**src/rtl/max5216_ramp_ctrl_if.sv**
```systemverilog
// max5216_ramp_ctrl_if: write handshake between the ramp controller and the MAX5216 SPI engine.
interface max5216_ramp_ctrl_if;
    logic        data_in_en;
    logic [15:0] data_in;
    logic        spi_ok;

    modport master (output data_in_en, output data_in, input spi_ok);
    modport slave  (input data_in_en, input data_in, output spi_ok);
endinterface

```
**src/rtl/max5216_ramp_ctrl.sv**
```systemverilog
// max5216_ramp_ctrl: steps the DAC code toward a target in bounded increments,
// one confirmed SPI write at a time, with a per-write completion timeout.
module max5216_ramp_ctrl #(
    parameter logic [15:0] INIT_CODE   = 16'h8000,
    parameter logic [15:0] HOLD_CYC    = 16'd100,
    parameter logic [15:0] TIMEOUT_CYC = 16'd1000
) (
    input  logic                       clk,
    input  logic                       rst_n,
    input  logic                       target_en,
    input  logic [15:0]                target_data,
    input  logic [15:0]                step_size,
    max5216_ramp_ctrl_if.master        spi,
    output logic [15:0]                dac_code_cur,
    output logic                       ramp_busy,
    output logic                       ramp_done,
    output logic                       timeout_err
);
    typedef enum logic [2:0] {IDLE, CALC, SEND, WAIT_OK, HOLD} state_t;

    state_t      r_state, w_state_nxt;
    logic [15:0] r_tgt, r_cur, r_next, r_data_in, r_cnt;
    logic        r_data_in_en, r_done, r_terr;
    logic [15:0] w_tgt_eff, w_calc;
    logic [16:0] w_diff, w_sum, w_cnt_inc;
    logic        w_gt, w_clamp, w_tmo, w_hold_end, w_stay;

    // a target arriving alongside spi_ok supersedes the old one for the done decision
    assign w_tgt_eff  = target_en ? target_data : r_tgt;
    assign w_gt       = r_tgt > r_cur;
    assign w_diff     = w_gt ? {1'b0, r_tgt} - {1'b0, r_cur} : {1'b0, r_cur} - {1'b0, r_tgt};
    assign w_sum      = w_gt ? {1'b0, r_cur} + {1'b0, step_size} : {1'b0, r_cur} - {1'b0, step_size};
    assign w_clamp    = step_size == 16'd0 || w_diff <= {1'b0, step_size} || w_sum[16];
    assign w_calc     = w_clamp ? r_tgt : w_sum[15:0];
    assign w_cnt_inc  = {1'b0, r_cnt} + 17'd1;
    assign w_tmo      = w_cnt_inc >= {1'b0, TIMEOUT_CYC};
    // w_cnt_inc is never below 1, so HOLD_CYC=0 behaves as a single hold clock
    assign w_hold_end = w_cnt_inc >= {1'b0, HOLD_CYC};
    assign w_stay     = w_state_nxt == r_state && (r_state == WAIT_OK || r_state == HOLD);

    always_comb begin
        w_state_nxt = r_state;
        case (r_state)
            IDLE:    w_state_nxt = target_en ? CALC : IDLE;
            CALC:    w_state_nxt = SEND;
            SEND:    w_state_nxt = WAIT_OK;
            WAIT_OK: w_state_nxt = spi.spi_ok ? (r_next == w_tgt_eff ? IDLE : HOLD)
                                              : (w_tmo ? IDLE : WAIT_OK);
            HOLD:    w_state_nxt = w_hold_end ? CALC : HOLD;
            default: w_state_nxt = IDLE;
        endcase
    end

    always_ff @(posedge clk) begin
        if (!rst_n) begin
            r_state      <= IDLE;
            r_tgt        <= INIT_CODE;
            r_cur        <= INIT_CODE;
            r_next       <= INIT_CODE;
            r_data_in    <= '0;
            r_cnt        <= '0;
            r_data_in_en <= 1'b0;
            r_done       <= 1'b0;
            r_terr       <= 1'b0;
        end else begin
            r_state      <= w_state_nxt;
            r_data_in_en <= r_state == SEND;
            r_done       <= r_state == WAIT_OK && spi.spi_ok && r_next == w_tgt_eff;
            r_cnt        <= w_stay ? r_cnt + 16'd1 : 16'd0;
            if (target_en)
                r_tgt <= target_data;
            if (r_state == CALC)
                r_next <= w_calc;
            if (r_state == SEND)
                r_data_in <= r_next;
            if (r_state == IDLE && target_en)
                r_terr <= 1'b0;
            else if (r_state == WAIT_OK && !spi.spi_ok && w_tmo)
                r_terr <= 1'b1;
            if (r_state == WAIT_OK && spi.spi_ok)
                r_cur <= r_next;
        end
    end

    assign spi.data_in_en = r_data_in_en;
    assign spi.data_in    = r_data_in;
    assign dac_code_cur   = r_cur;
    assign ramp_busy      = r_state != IDLE;
    assign ramp_done      = r_done;
    assign timeout_err    = r_terr;
endmodule

```
**src/flat_wrapper.sv**
```systemverilog
// flat-port wrapper written by rule: the top's interface ports become plain ports
module max5216_ramp_ctrl_flat 
#(
    parameter logic [15:0] INIT_CODE   = 16'h8000,
    parameter logic [15:0] HOLD_CYC    = 16'd100,
    parameter logic [15:0] TIMEOUT_CYC = 16'd1000
)
  (clk, rst_n, target_en, target_data, step_size, dac_code_cur, ramp_busy, ramp_done, timeout_err, spi_data_in_en, spi_data_in, spi_spi_ok);
  max5216_ramp_ctrl_if spi_i ();
  input  logic clk;
  input  logic rst_n;
  input  logic target_en;
  input  logic [15:0] target_data;
  input  logic [15:0] step_size;
  output logic [15:0] dac_code_cur;
  output logic ramp_busy;
  output logic ramp_done;
  output logic timeout_err;
  output wire logic [$bits(spi_i.data_in_en)-1:0] spi_data_in_en;
  output wire logic [$bits(spi_i.data_in)-1:0] spi_data_in;
  input wire logic [$bits(spi_i.spi_ok)-1:0] spi_spi_ok;
  assign spi_data_in_en = spi_i.data_in_en;
  assign spi_data_in = spi_i.data_in;
  assign spi_i.spi_ok = spi_spi_ok;
  max5216_ramp_ctrl #(.INIT_CODE(INIT_CODE), .HOLD_CYC(HOLD_CYC), .TIMEOUT_CYC(TIMEOUT_CYC)) u_core (.clk(clk), .rst_n(rst_n), .target_en(target_en), .target_data(target_data), .step_size(step_size), .spi(spi_i), .dac_code_cur(dac_code_cur), .ramp_busy(ramp_busy), .ramp_done(ramp_done), .timeout_err(timeout_err));
endmodule
```
**config.mk**
```make
export PLATFORM = sky130hd
export DESIGN_NAME = max5216_ramp_ctrl_flat
export DESIGN_NICKNAME = d
export VERILOG_FILES = /design/src/rtl/max5216_ramp_ctrl_if.sv /design/src/rtl/max5216_ramp_ctrl.sv /design/src/flat_wrapper.sv
export SDC_FILE = /design/constraint.sdc
export NUM_CORES = 1
export LEC_CHECK = 0
export ABC_AREA = 1
export BUFFER_PORTS_ARGS = -buffer_cell sky130_fd_sc_hd__buf_2
export CAP_MARGIN = 30
export CORE_MARGIN = 2
export CORE_UTILIZATION = 30
export CTS_CLUSTER_SIZE = 40
export DETAILED_ROUTE_END_ITERATION = 12
export PLACE_DENSITY_LB_ADDON = 0.15
export SYNTH_ARGS = -nofsm -noshare
export SYNTH_HDL_FRONTEND = slang
export SYNTH_SLANG_ARGS = --single-unit
```
**constraint.sdc**
```tcl
create_clock -name clk -period 4.5 [get_ports clk]
set_input_delay 0 -clock clk [delete_from_list [all_inputs] [get_ports clk]]
set_output_delay 0 -clock clk [all_outputs]
set_load 0.05 [all_outputs]
```
Yosys cells after proc, flatten, opt, wreduce, memory -nomap -nowiden
Index checks and enable logic that the tools add are counted.
{"block": "word_totals", "register_bits": 86, "latchBits": 0, "ramBits": 0, "romBits": 0, "in_bits": 36, "word_cells": 51, "memories": 0}
{"block": "classes", "addsub": 6, "n_mul": 0, "div_mod_pow": 0, "order_cmp": 4, "eq_ne": 6, "shifts": 0, "muxes": 10, "bitwise_logic": 1, "reduce_logical": 15}
{"operator": "16-bit by 16-bit subtractor with 17-bit output", "count": 3}
{"operator": "17-bit 2-to-1 mux", "count": 2}
{"operator": "16-bit 2-to-1 mux", "count": 2}
{"operator": "16-bit by 1-bit adder with 17-bit output (second input constant)", "count": 1}
{"operator": "16-bit by 16-bit adder with 17-bit output", "count": 1}
{"operator": "17-bit by 10-bit >= comparator with 1-bit output (second input constant)", "count": 1}
{"operator": "17-bit by 7-bit >= comparator with 1-bit output (second input constant)", "count": 1}
{"operator": "17-bit by 16-bit <= comparator with 1-bit output", "count": 1}
{"operator": "16-bit by 1-bit adder with 16-bit output (second input constant)", "count": 1}
{"operator": "16-bit equality test", "count": 1}
{"operator": "16-bit > comparator", "count": 1}
{"operator": "16-bit logical NOT", "count": 1}
{"operator": "3-bit case mux with 5 select lines", "count": 1}
{"operator": "3-bit 2-to-1 mux", "count": 3}
{"operator": "3-bit by 2-bit equality test with 1-bit output (second input constant)", "count": 2}
{"operator": "1-bit logical AND", "count": 6}
{"operator": "3-bit by 1-bit equality test with 1-bit output (second input constant)", "count": 1}
{"operator": "3-bit equality test", "count": 1}
{"operator": "3-bit equality test (second input constant)", "count": 1}
{"operator": "3-bit logical NOT", "count": 1}
{"operator": "1-bit logical OR", "count": 3}
{"operator": "3-bit nonzero test", "count": 1}
{"operator": "2-bit 2-to-1 mux", "count": 1}
{"operator": "2-bit AND reduction", "count": 1}
{"operator": "other kinds (4)", "count": 4}

Logic depth before layout (Yosys ltp)
Gate-level depths: netlist of the first run.
{"block": "depth", "ltp_word": 8, "ltp_mapped": 34, "ltp_nobuf": 32}

Least setup slack after synthesis of the first run
No wires, ideal clock.
{"block": "synth_path", "path_type": "register to register", "startpoint": "reg u_core.r_cur[1] (netlist: u_core.dac_code_cur[1])", "endpoint": "reg u_core.r_next[11]", "setup_ns": 0.135, "arrival_ns": 4.078, "required_ns": 4.365, "setup_slack_ns": 0.287, "path_stages_with_launch": 26, "path_buffers": 3, "period_less_slack_ns": 4.213, "cell_sequence": "dfxtp_1 -> inv_1 -> ha_1 -> nand2_1 -> inv_1 -> nand2_1 -> nor2_4 -> nand3_1 -> nand3_2 -> nand2_4 -> buf_2 -> buf_2 -> nor2_1 -> xor2_1 -> ha_1 -> a21oi_1 -> nor2_1 -> nor2_1 -> nand2_1 -> a21oi_1 -> nand3_1 -> nand2_4 -> buf_2 -> nand4_1 -> nand3_2 -> a21oi_2"}
{"block": "synth_via", "elab_chain_len": 6, "elab_cells_between_ends": 11, "classes_between": "add/sub (4); order compare (2); mux (3); reduce/logical (2)"}
{"item": "from (decl)", "line_no": "max5216_ramp_ctrl.sv:22", "rtl": "logic [15:0] r_tgt, r_cur, r_next, r_data_in, r_cnt;"}
{"item": "from (signal assigned)", "line_no": "max5216_ramp_ctrl.sv:81", "rtl": "r_cur <= r_next;"}
{"item": "16-bit by 16-bit subtractor with 17-bit output / 16-bit > comparator (equally long branches)", "line_no": "max5216_ramp_ctrl.sv:31, max5216_ramp_ctrl.sv:30"}
{"item": "17-bit 2-to-1 mux", "line_no": "max5216_ramp_ctrl.sv:31", "rtl": "assign w_diff = w_gt ? {1'b0, r_tgt} - {1'b0, r_cur} : {1'b0, r_cur} - {1'b0, r_tgt};"}
{"item": "17-bit by 16-bit <= comparator with 1-bit output", "line_no": "max5216_ramp_ctrl.sv:33", "rtl": "assign w_clamp = step_size == 16'd0 || w_diff <= {1'b0, step_size} || w_sum[16];"}
{"item": "1-bit logical OR (2 in a row)", "line_no": "max5216_ramp_ctrl.sv:33"}
{"item": "16-bit 2-to-1 mux *", "line_no": "max5216_ramp_ctrl.sv:34", "rtl": "assign w_calc = w_clamp ? r_tgt : w_sum[15:0];"}
{"item": "to (signal assigned)", "line_no": "max5216_ramp_ctrl.sv:73", "rtl": "r_next <= w_calc;"}
{"item": "to (decl)", "line_no": "max5216_ramp_ctrl.sv:22"}
Every way passes the cells marked *; elsewhere a longest branch is shown, timed or not.
A chain may end at the register's enable or synchronous reset.

Worst setup path after layout of the first run
{"block": "layout_path", "startpoint": "reg u_core.r_cur[15] (netlist: u_core.dac_code_cur[15])", "endpoint": "reg u_core.r_next[14]"}
The elaborated chain is that of the path after synthesis.

==> results_tabular.tex, run 1 <==
\begin{tabular}{lr}
\hline
Metric & Value \\
\hline
\multicolumn{2}{l}{\textbf{Status}} \\
\quad Run status & finished, final reports clean \\
\multicolumn{2}{l}{\textbf{GRT}} \\
\quad Global route overflow & 0 \\
\quad Pin count of the biggest net entering global routing & 38 \\
\quad Number of antenna violations at the first check in global routing & 0 \\
\quad Vias in the first global route & 6512 \\
\quad First-pass GRT wire length & 35.1 mm \\
\quad Global router's overall resource usage & 18.3\% \\
\multicolumn{2}{l}{\textbf{Critical path}} \\
\quad Most frequent cell on the critical path & nand2\_1 \\
\quad Critical path launch point type & register \\
\quad Worst setup path class & reg2reg \\
\quad Largest incremental delay on the critical path & 0.39 ns \\
\quad Required time worst endpoint & 4.71 ns \\
\quad Largest fanout on the critical path & 16 \\
\quad Kind of end point of the critical path & register \\
\quad Data arrival time at the worst-slack endpoint & 4.38 ns \\
\quad Worst-path cell with the longest stage delay & dfxtp\_1 \\
\multicolumn{2}{l}{\textbf{Synth}} \\
\quad Top-area cell type share of the netlist area & 24.7\% \\
\quad Post-synth design cell area & 6970 sq um \\
\quad Number of warnings printed during yosys synthesis & 0 \\
\quad EDFF count, synth & 0 \\
\quad Prevailing post-synth register cell & dfxtp\_1 \\
\quad Main area contributors after synthesis & dfxtp\_1 (25\%), ha\_1 (12\%), nand2\_1 (11\%), inv\_1 (7.2\%), nor2\_1 (6.5\%) \\
\quad Sequential-to-total area share from yosys stat & 24.7\% \\
\quad Distinct cell type count of the synthesized netlist & 46 \\
\quad Yosys top cell by area & dfxtp\_1 \\
\quad Count of mapped cells out of synthesis & 1040 \\
\quad Post-synth ARST share & 0\% \\
\quad FF+latch count, synth & 86 \\
\quad Syn avg cell area & 6.71 sq um \\
\multicolumn{2}{l}{\textbf{Timing}} \\
\quad Setup repair after global routing missed its margin & no \\
\quad Final min period & 4.18 ns \\
\quad Clock tree skew after final layout & 0.00693 ns \\
\quad Final number of setup-violating endpoints & 0 \\
\quad Final clock period utilization by the worst path & 92.8\% \\
\quad Fmax & 239 MHz \\
\quad Total negative setup slack & 0 ns \\
\quad Worst slew margin & 35.5\% \\
\quad Slew at the pin closest to its max-slew limit & 0.965 ns \\
\quad Hold Fails Final Rpt & 0 \\
\quad Pins Over Slew Limit & 0 \\
\multicolumn{2}{l}{\textbf{Route}} \\
\quad Total number of vias & 6902 \\
\quad Antenna-violating nets left & 0 \\
\quad Final routed DRC violation total & 0 \\
\quad Post-DR vias/cell & 4.89 \\
\quad Iteration-0 DRC count of the detailed router & 363 \\
\quad Detailed-routing iteration count for the pre-antenna-repair pass & 4 \\
\quad Final WL & 22.6 mm \\
\quad Average wire per cell in the routed design & 16.0 microns \\
\multicolumn{2}{l}{\textbf{Clocking}} \\
\quad Root buffer selected by CTS & clkbuf\_16 \\
\quad Clk\_lat worst skew & 0.34 ns \\
\quad H-Tree Level Count & 3 \\
\quad TritonCTS clock tree & done \\
\quad Sink count of the clock tree & 86 \\
\quad Max clock buf depth & 2 \\
\quad Total clock buffers created by CTS & 9 \\
\quad Clock input transition at the sequential cells of the worst setup and hold paths & 0.06 ns \\
\multicolumn{2}{l}{\textbf{Power}} \\
\quad VDD IR max & 166 uV \\
\quad Pwr Density & 360 nW/um\^{}2 \\
\quad Total leakage power & 3.93 nW \\
\quad Net switching component of the power & 0.00126 W \\
\quad Portion of total power attributed to sequential cells & 29.8\% \\
\quad Part of the total power dissipated in combinational logic & 46.5\% \\
\quad Net switching fraction of the power & 43.2\% \\
\quad Share of total power in the clock network & 23.6\% \\
\quad Cell-internal power & 0.00165 W \\
\multicolumn{2}{l}{\textbf{Floorplanning}} \\
\quad Starting density of the core & 30.7\% \\
\quad Site row count & 55 \\
\quad Die Y-Extent & 156 microns \\
\quad Number of primary I/O pins & 72 \\
\quad Floorplan die area & 24500 sq um \\
\quad Die outline width & 156 microns \\
\quad Core region area & 22700 sq um \\
\multicolumn{2}{l}{\textbf{Layout}} \\
\quad Ant diodes & 0 \\
\quad Filler instances & 2520 \\
\quad Cell area after layout & 8090 sq um \\
\quad Share of layout cells above drive strength 1 & 15.6\% \\
\quad Final non-filler cell total & 1411 \\
\quad Number of nets in the final layout & 1226 \\
\quad Layout overhead on the synthesized area & 16.0\% \\
\multicolumn{2}{l}{\textbf{Placement}} \\
\quad Port bufs & 71 \\
\quad Placed wire-length estimate after detailed placement & 18.4 mm \\
\quad Post-place instance area & 7710 sq um \\
\quad Number of placed instances, taps included & 1392 \\
\quad Global placement routability congestion & 0.914 \\
\multicolumn{2}{l}{\textbf{Run}} \\
\quad Number of violations of the max-capacitance limit & 0 \\
\multicolumn{2}{l}{\textbf{Hold path}} \\
\quad Classification of the worst-slack hold path & in2reg \\
\hline
\end{tabular}
==> cell type report <==
type / count / area [sq um] / share of cell area [%]
multi-input combinational: 794 / 4710 / 58.2
sequential: 86 / 1730 / 21.3
inverter: 141 / 532 / 6.57
clock buffer: 10 / 229 / 2.83
timing repair buffer: 89 / 497 / 6.14
clock inverter: 6 / 38.8 / 0.479
tap: 285 / 357 / 4.41
==> worst paths after layout <==
path,cells after the start,end,slack [ns],start
setup / recovery,27,u_core.r_next[14]$_SDFFE_PN0P_,0.32,u_core.dac_code_cur[15]$_SDFFE_PN1P_
hold / removal,3,u_core.r_tgt[5]$_SDFF_PN0_,0.02,target_data[5]
setup reg to reg,27,u_core.r_next[14]$_SDFFE_PN0P_,0.32,u_core.dac_code_cur[15]$_SDFFE_PN1P_
hold reg to reg,1,u_core.r_cnt[0]$_SDFF_PN0_,0.48,u_core.r_cnt[0]$_SDFF_PN0_
==> through the flow <==
stage	setup slack (ns)	utilization (%)	total power [W]	hold slack [ns]
after floorplan	0.287	-	0.00186	0.138
after global placement	0.121	34.0	0.00220	0.333
after detailed placement	0.133	34.0	0.00219	0.346
after CTS	0.0986	35.2	0.00289	0.000668
after global routing	0.0162	35.6	0.00312	0.0320
final	0.322	35.6	0.00291	0.0178
==> power groups by stage <==
| stage | registers, W | clock network, W | logic, W |
|---|---|---|---|
| after CTS | 0.000867 | 0.000711 | 0.00132 |
| after detailed placement | 0.000884 | 0 | 0.00131 |
| final | 0.000869 | 0.000688 | 0.00136 |
| after global placement | 0.000884 | 0 | 0.00131 |
| after floorplan | 0.000933 | 0 | 0.000923 |
| after global routing | 0.000875 | 0.000739 | 0.00151 |
==> repair_timing <==
action                                 CTS  global route
hold buffers                             1             0
endpoints found under the hold margin    1             0
setup buffers                            0             1
setup endpoints to repair                0            16
gates resized for setup                  0            24
==> cells by family after synthesis <==
kind of cell | Yosys count | share of synthesized area (%)
AND/OR/NAND/NOR | 465 | 30.2
buffers and inverters | 166 | 9.31
multiplexers | 1 | 0.144
adder cells (fa/ha/maj) | 69 | 12.7
AO/OA/AOI/OAI | 190 | 15.1
XOR/XNOR | 62 | 7.79
flip-flops | 86 | 24.7
other | 1 | 0.0538
==> cells in the mapped netlist, drive strengths merged (3+ instances only) <==
cell type	instances
clkbuf	13
nand3b	4
nand3	55
nand2	227
xor2	43
ha	66
a31oi	4
o21ai	74
inv	140
o21a	3
nor2	125
nand4	31
dfxtp	86
xnor2	19
o21bai	8
fa	3
a21o	5
buf	12
nor3	16
a21oi	88
==> worst max-delay path: cells and delay by family (launching register included) <==
kind,cells,cell delay [ns]
buf+inv,5,0.53
simple gates,17,2.02
compound gates,1,0.06
flops,1,0.39
fa+ha+maj,2,0.65
xor+xnor,1,0.15
mux,1,0.23
==> layout by cell type, fill, tap and decap left out, types with 5 or more instances in the layout <==
cell       instances
nand3_2            9
nand3_1           43
clkbuf_16          9
inv_2              6
nand2_2           15
buf_2             71
a21o_1             5
ha_1              58
nor2_1           119
inv_1            133
a21oi_2           11
xnor2_1           19
nand4_1           31
nand2_1          209
a21oi_1           77
xor2_1            42
nor2_2             5
buf_4             16
dfxtp_1           82
nor3_1            14
o21ai_0           71
conb_1             6
ha_2               7
o21bai_1           8
==> layer usage <==
| layer | vias to the layer above | global-route usage (%) | share of wire (%) |
|---|---|---|---|
| li1 | 3554 | - | - |
| met1 | 3144 | 26.9 | 50 |
| met2 | 188 | 29.0 | 44 |
| met3 | 16 | 1.77 | 5.0 |
| met4 | 0 | 3.76 | 1.1 |
| met5 | - | 0 | 0 |
==> registers in the layout, summed over array words and instances, names as in the netlist <==
name / cells
u_core.r_next: 16
u_core.ramp_done: 1
u_core.dac_code_cur: 16
u_core.timeout_err: 1
u_core.r_state: 3
u_core.spi.data_in: 16
u_core.r_cnt: 16
u_core.spi.data_in_en: 1
u_core.r_tgt: 16
Note: power is estimated with default switching activity, not from simulation.
==> run 2, diff against run 1 <==
==> constraint.sdc (replaced) <==
create_clock -name clk -period 4.4 [get_ports clk]
set_input_delay 0 -clock clk [delete_from_list [all_inputs] [get_ports clk]]
set_output_delay 0 -clock clk [all_outputs]
set_load 0.05 [all_outputs]
==> run 2 against run 1 <==
  * Register-to-register slack got worse by 0.06 ns
  * Worst hold slack worse by 0.0023 ns
  * Total power rose by 8.1%
  * Worst setup slack worse by 0.057 ns
  * Design area up 3.0%
  * Non-clock buffer count rose by 17
  * Sequential share of layout area decreased by 0.62 points
  * Largest cell class unchanged
  * Highest routed layer unchanged
==> results_tabular.tex, run 2 (synthesis results as in run 1) <==
\begin{tabular}{lr}
\hline
Metric & Value \\
\hline
\multicolumn{2}{l}{\textbf{Status}} \\
\quad Run status & finished, final reports clean \\
\multicolumn{2}{l}{\textbf{Floorplanning}} \\
\quad Starting density of the core & 30.7\% \\
\quad Die Y-Extent & 156 microns \\
\quad Floorplan die area & 24500 sq um \\
\quad Number of primary I/O pins & 72 \\
\quad Site row count & 55 \\
\quad Die outline width & 156 microns \\
\quad Core region area & 22700 sq um \\
\multicolumn{2}{l}{\textbf{Layout}} \\
\quad Layout overhead on the synthesized area & 19.5\% \\
\quad Area used by sequential logic in the layout & 1730 sq um \\
\quad Share of layout cells above drive strength 1 & 17.2\% \\
\quad Final non-filler cell total & 1427 \\
\quad Most frequent standard cell in the layout excluding fill and tap cells & nand2\_1 \\
\quad Area of the multi-input gates & 4740 sq um \\
\quad Most frequent cells in the layout & nand2\_1 (208), inv\_1 (133), nor2\_1 (120) \\
\quad Number of nets in the final layout & 1242 \\
\quad Ant diodes & 0 \\
\quad Filler instances & 2499 \\
\quad Cell area after layout & 8330 sq um \\
\quad Final design utilization & 36.7\% \\
\multicolumn{2}{l}{\textbf{Timing}} \\
\quad Final min period & 4.13 ns \\
\quad Pins Over Slew Limit & 0 \\
\quad Worst slew margin & 40.4\% \\
\quad Hold Fails Final Rpt & 0 \\
\quad Clock tree skew after final layout & 0.00891 ns \\
\quad Final number of setup-violating endpoints & 0 \\
\quad Final clock period utilization by the worst path & 94.0\% \\
\quad Setup repair after global routing missed its margin & no \\
\quad Post-route worst hold slack & 0.0155 ns \\
\quad Slew at the pin closest to its max-slew limit & 0.892 ns \\
\quad Fmax & 242 MHz \\
\multicolumn{2}{l}{\textbf{Critical path}} \\
\quad Worst-path cell with the longest stage delay & ha\_2 \\
\quad Worst setup endpoint & u\_core.r\_next[0]\$\_SDFFE\_PN0P\_ \\
\quad Kind of end point of the critical path & register \\
\quad Count of cells along the worst register-to-register path & 24 \\
\quad Critical path launch point type & register \\
\quad Most frequent cell on the critical path & nand3\_1 \\
\quad Required time worst endpoint & 4.60 ns \\
\quad Crit. Startpoint & u\_core.dac\_code\_cur[6]\$\_SDFFE\_PN0P\_ \\
\quad Worst reg2reg path endpoint & u\_core.r\_next[0]\$\_SDFFE\_PN0P\_ \\
\quad Critical register-to-register path startpoint & u\_core.dac\_code\_cur[6]\$\_SDFFE\_PN0P\_ \\
\quad Data arrival time at the worst-slack endpoint & 4.33 ns \\
\quad Largest incremental delay on the critical path & 0.44 ns \\
\quad Internal reg-to-reg setup slack & 0.27 ns \\
\quad Cell breakdown of the critical path & inv\_1 > ha\_2 > nand2\_2 > nor2\_2 > inv\_1 > nor2\_4 > nand3\_1 > nand3\_2 > nand2\_4 > buf\_4 > nor2\_1 > xor2\_1 > ha\_1 > nand2\_1 > nor2\_1 > nor2\_2 > nand2\_2 > a21oi\_2 > nand3\_1 > nand2\_4 > buf\_4 > nand4\_1 > nand3\_1 > a21oi\_1 \\
\quad Largest fanout on the critical path & 12 \\
\quad Worst setup path class & reg2reg \\
\multicolumn{2}{l}{\textbf{Placement}} \\
\quad Port bufs & 71 \\
\quad Number of placed instances, taps included & 1400 \\
\quad Global placement routability congestion & 0.904 \\
\quad Placed wire-length estimate after detailed placement & 18.3 mm \\
\quad Post-place instance area & 7790 sq um \\
\multicolumn{2}{l}{\textbf{Power}} \\
\quad VDD IR max & 185 uV \\
\quad Power after layout & 0.00315 W \\
\quad Pwr Density & 378 nW/um\^{}2 \\
\quad Total leakage power & 4.04 nW \\
\multicolumn{2}{l}{\textbf{Clocking}} \\
\quad Clock input transition at the sequential cells of the worst setup and hold paths & 0.06 ns \\
\quad Max clock buf depth & 2 \\
\quad TritonCTS clock tree & done \\
\quad H-Tree Level Count & 3 \\
\quad Clk\_lat worst skew & 0.34 ns \\
\quad Sink count of the clock tree & 86 \\
\quad Root buffer selected by CTS & clkbuf\_16 \\
\quad Total clock buffers created by CTS & 9 \\
\multicolumn{2}{l}{\textbf{GRT}} \\
\quad First-pass GRT wire length & 35.9 mm \\
\quad Global route overflow & 0 \\
\quad Number of antenna violations at the first check in global routing & 0 \\
\quad Global router's overall resource usage & 18.7\% \\
\quad Pin count of the biggest net entering global routing & 35 \\
\quad Vias in the first global route & 6700 \\
\multicolumn{2}{l}{\textbf{Hold path}} \\
\quad Classification of the worst-slack hold path & in2reg \\
\multicolumn{2}{l}{\textbf{Route}} \\
\quad Average wire per cell in the routed design & 15.8 microns \\
\quad Post-DR vias/cell & 4.82 \\
\quad Final routed DRC violation total & 0 \\
\quad Total number of vias & 6880 \\
\quad Detailed-routing iteration count for the pre-antenna-repair pass & 4 \\
\quad Final WL & 22.5 mm \\
\quad Iteration-0 DRC count of the detailed router & 443 \\
\quad Antenna-violating nets left & 0 \\
\multicolumn{2}{l}{\textbf{Run}} \\
\quad Number of violations of the max-capacitance limit & 0 \\
\hline
\end{tabular}
run 2: cell types whose count changed in the layout (fill, tap and decap cells not counted), sizes merged:
| cell | previous run | this run |
|---|---|---|
| clkbuf | 10 | 12 |
| nand3 | 56 | 55 |
| bufinv | 0 | 1 |
| clkinv | 5 | 2 |
| buf | 88 | 102 |
| dlygate4sd3 | 1 | 4 |
run 2: layout make-up:
| cell class | instances | share of cell area [%] |
|---|---|---|
| Clock inverter | 4 | 0.646 |
| Sequential cell | 86 | 20.7 |
| Timing Repair Buffer | 106 | 7.93 |
| Clock buffer | 12 | 3.20 |
| Inverter | 141 | 6.38 |
| Multi-Input combinational cell | 793 | 56.8 |
| Tap cell | 285 | 4.28 |
run 2: metrics by stage:
stage	setup slack (ns)	TNS, ns
2_1_floorplan	0.187	0
3_3_place_gp	-0.172	-2.58
3_5_place_dp	-0.107	-1.34
4_1_cts	0.0746	0
5_1_grt	0.00440	0
6_report	0.265	0
run 2: power by group:
| group | internal (W) | switching, W | total, W |
|---|---|---|---|
| clock | 0.000488 | 0.000322 | 0.000809 |
| combinational | 0.000532 | 0.000921 | 0.00145 |
| sequential | 0.000835 | 0.0000522 | 0.000887 |
| total | 0.00185 | 0.00129 | 0.00315 |
run 2: metal layers:
layer  part of all wire [%]  vias to the layer above  track usage [%]
met5                      0                        -                0
met4                    1.3                        0             4.11
met3                    5.0                       21             2.10
li1                       -                     3574                -
met2                     43                      163             29.3
met1                     51                     3122             27.5
run 2: worst min path at each step:
stage,from,to,depth (start not counted)
final,target_data[5],u_core.r_tgt[5]$_SDFF_PN0_,3
after global routing,target_data[15],u_core.r_tgt[15]$_SDFF_PN1_,4
after CTS,target_data[5],u_core.r_tgt[5]$_SDFF_PN0_,3
after detailed placement,target_data[8],u_core.r_tgt[8]$_SDFF_PN0_,3
after global placement,target_data[1],u_core.r_tgt[1]$_SDFF_PN0_,3
after floorplan,rst_n,u_core.dac_code_cur[0]$_SDFFE_PN0P_,2
run 2: worst max-delay path, delay by kind of cell (launching register included):
kind,cells,cell delay (ns)
fa+ha+maj,2,0.78
buf+inv,4,0.52
flops,1,0.33
compound gates,2,0.27
xor+xnor,1,0.30
simple gates,15,1.78
run 2: what timing repair did:
item                                    CTS  global route
gates cloned                              0             0
hold endpoints to repair                  4             0
resized for setup                         3            30
hold buffers                              4             0
pin swaps                                 1             8
endpoints found under the setup margin   16            16
buffers inserted                          2             5
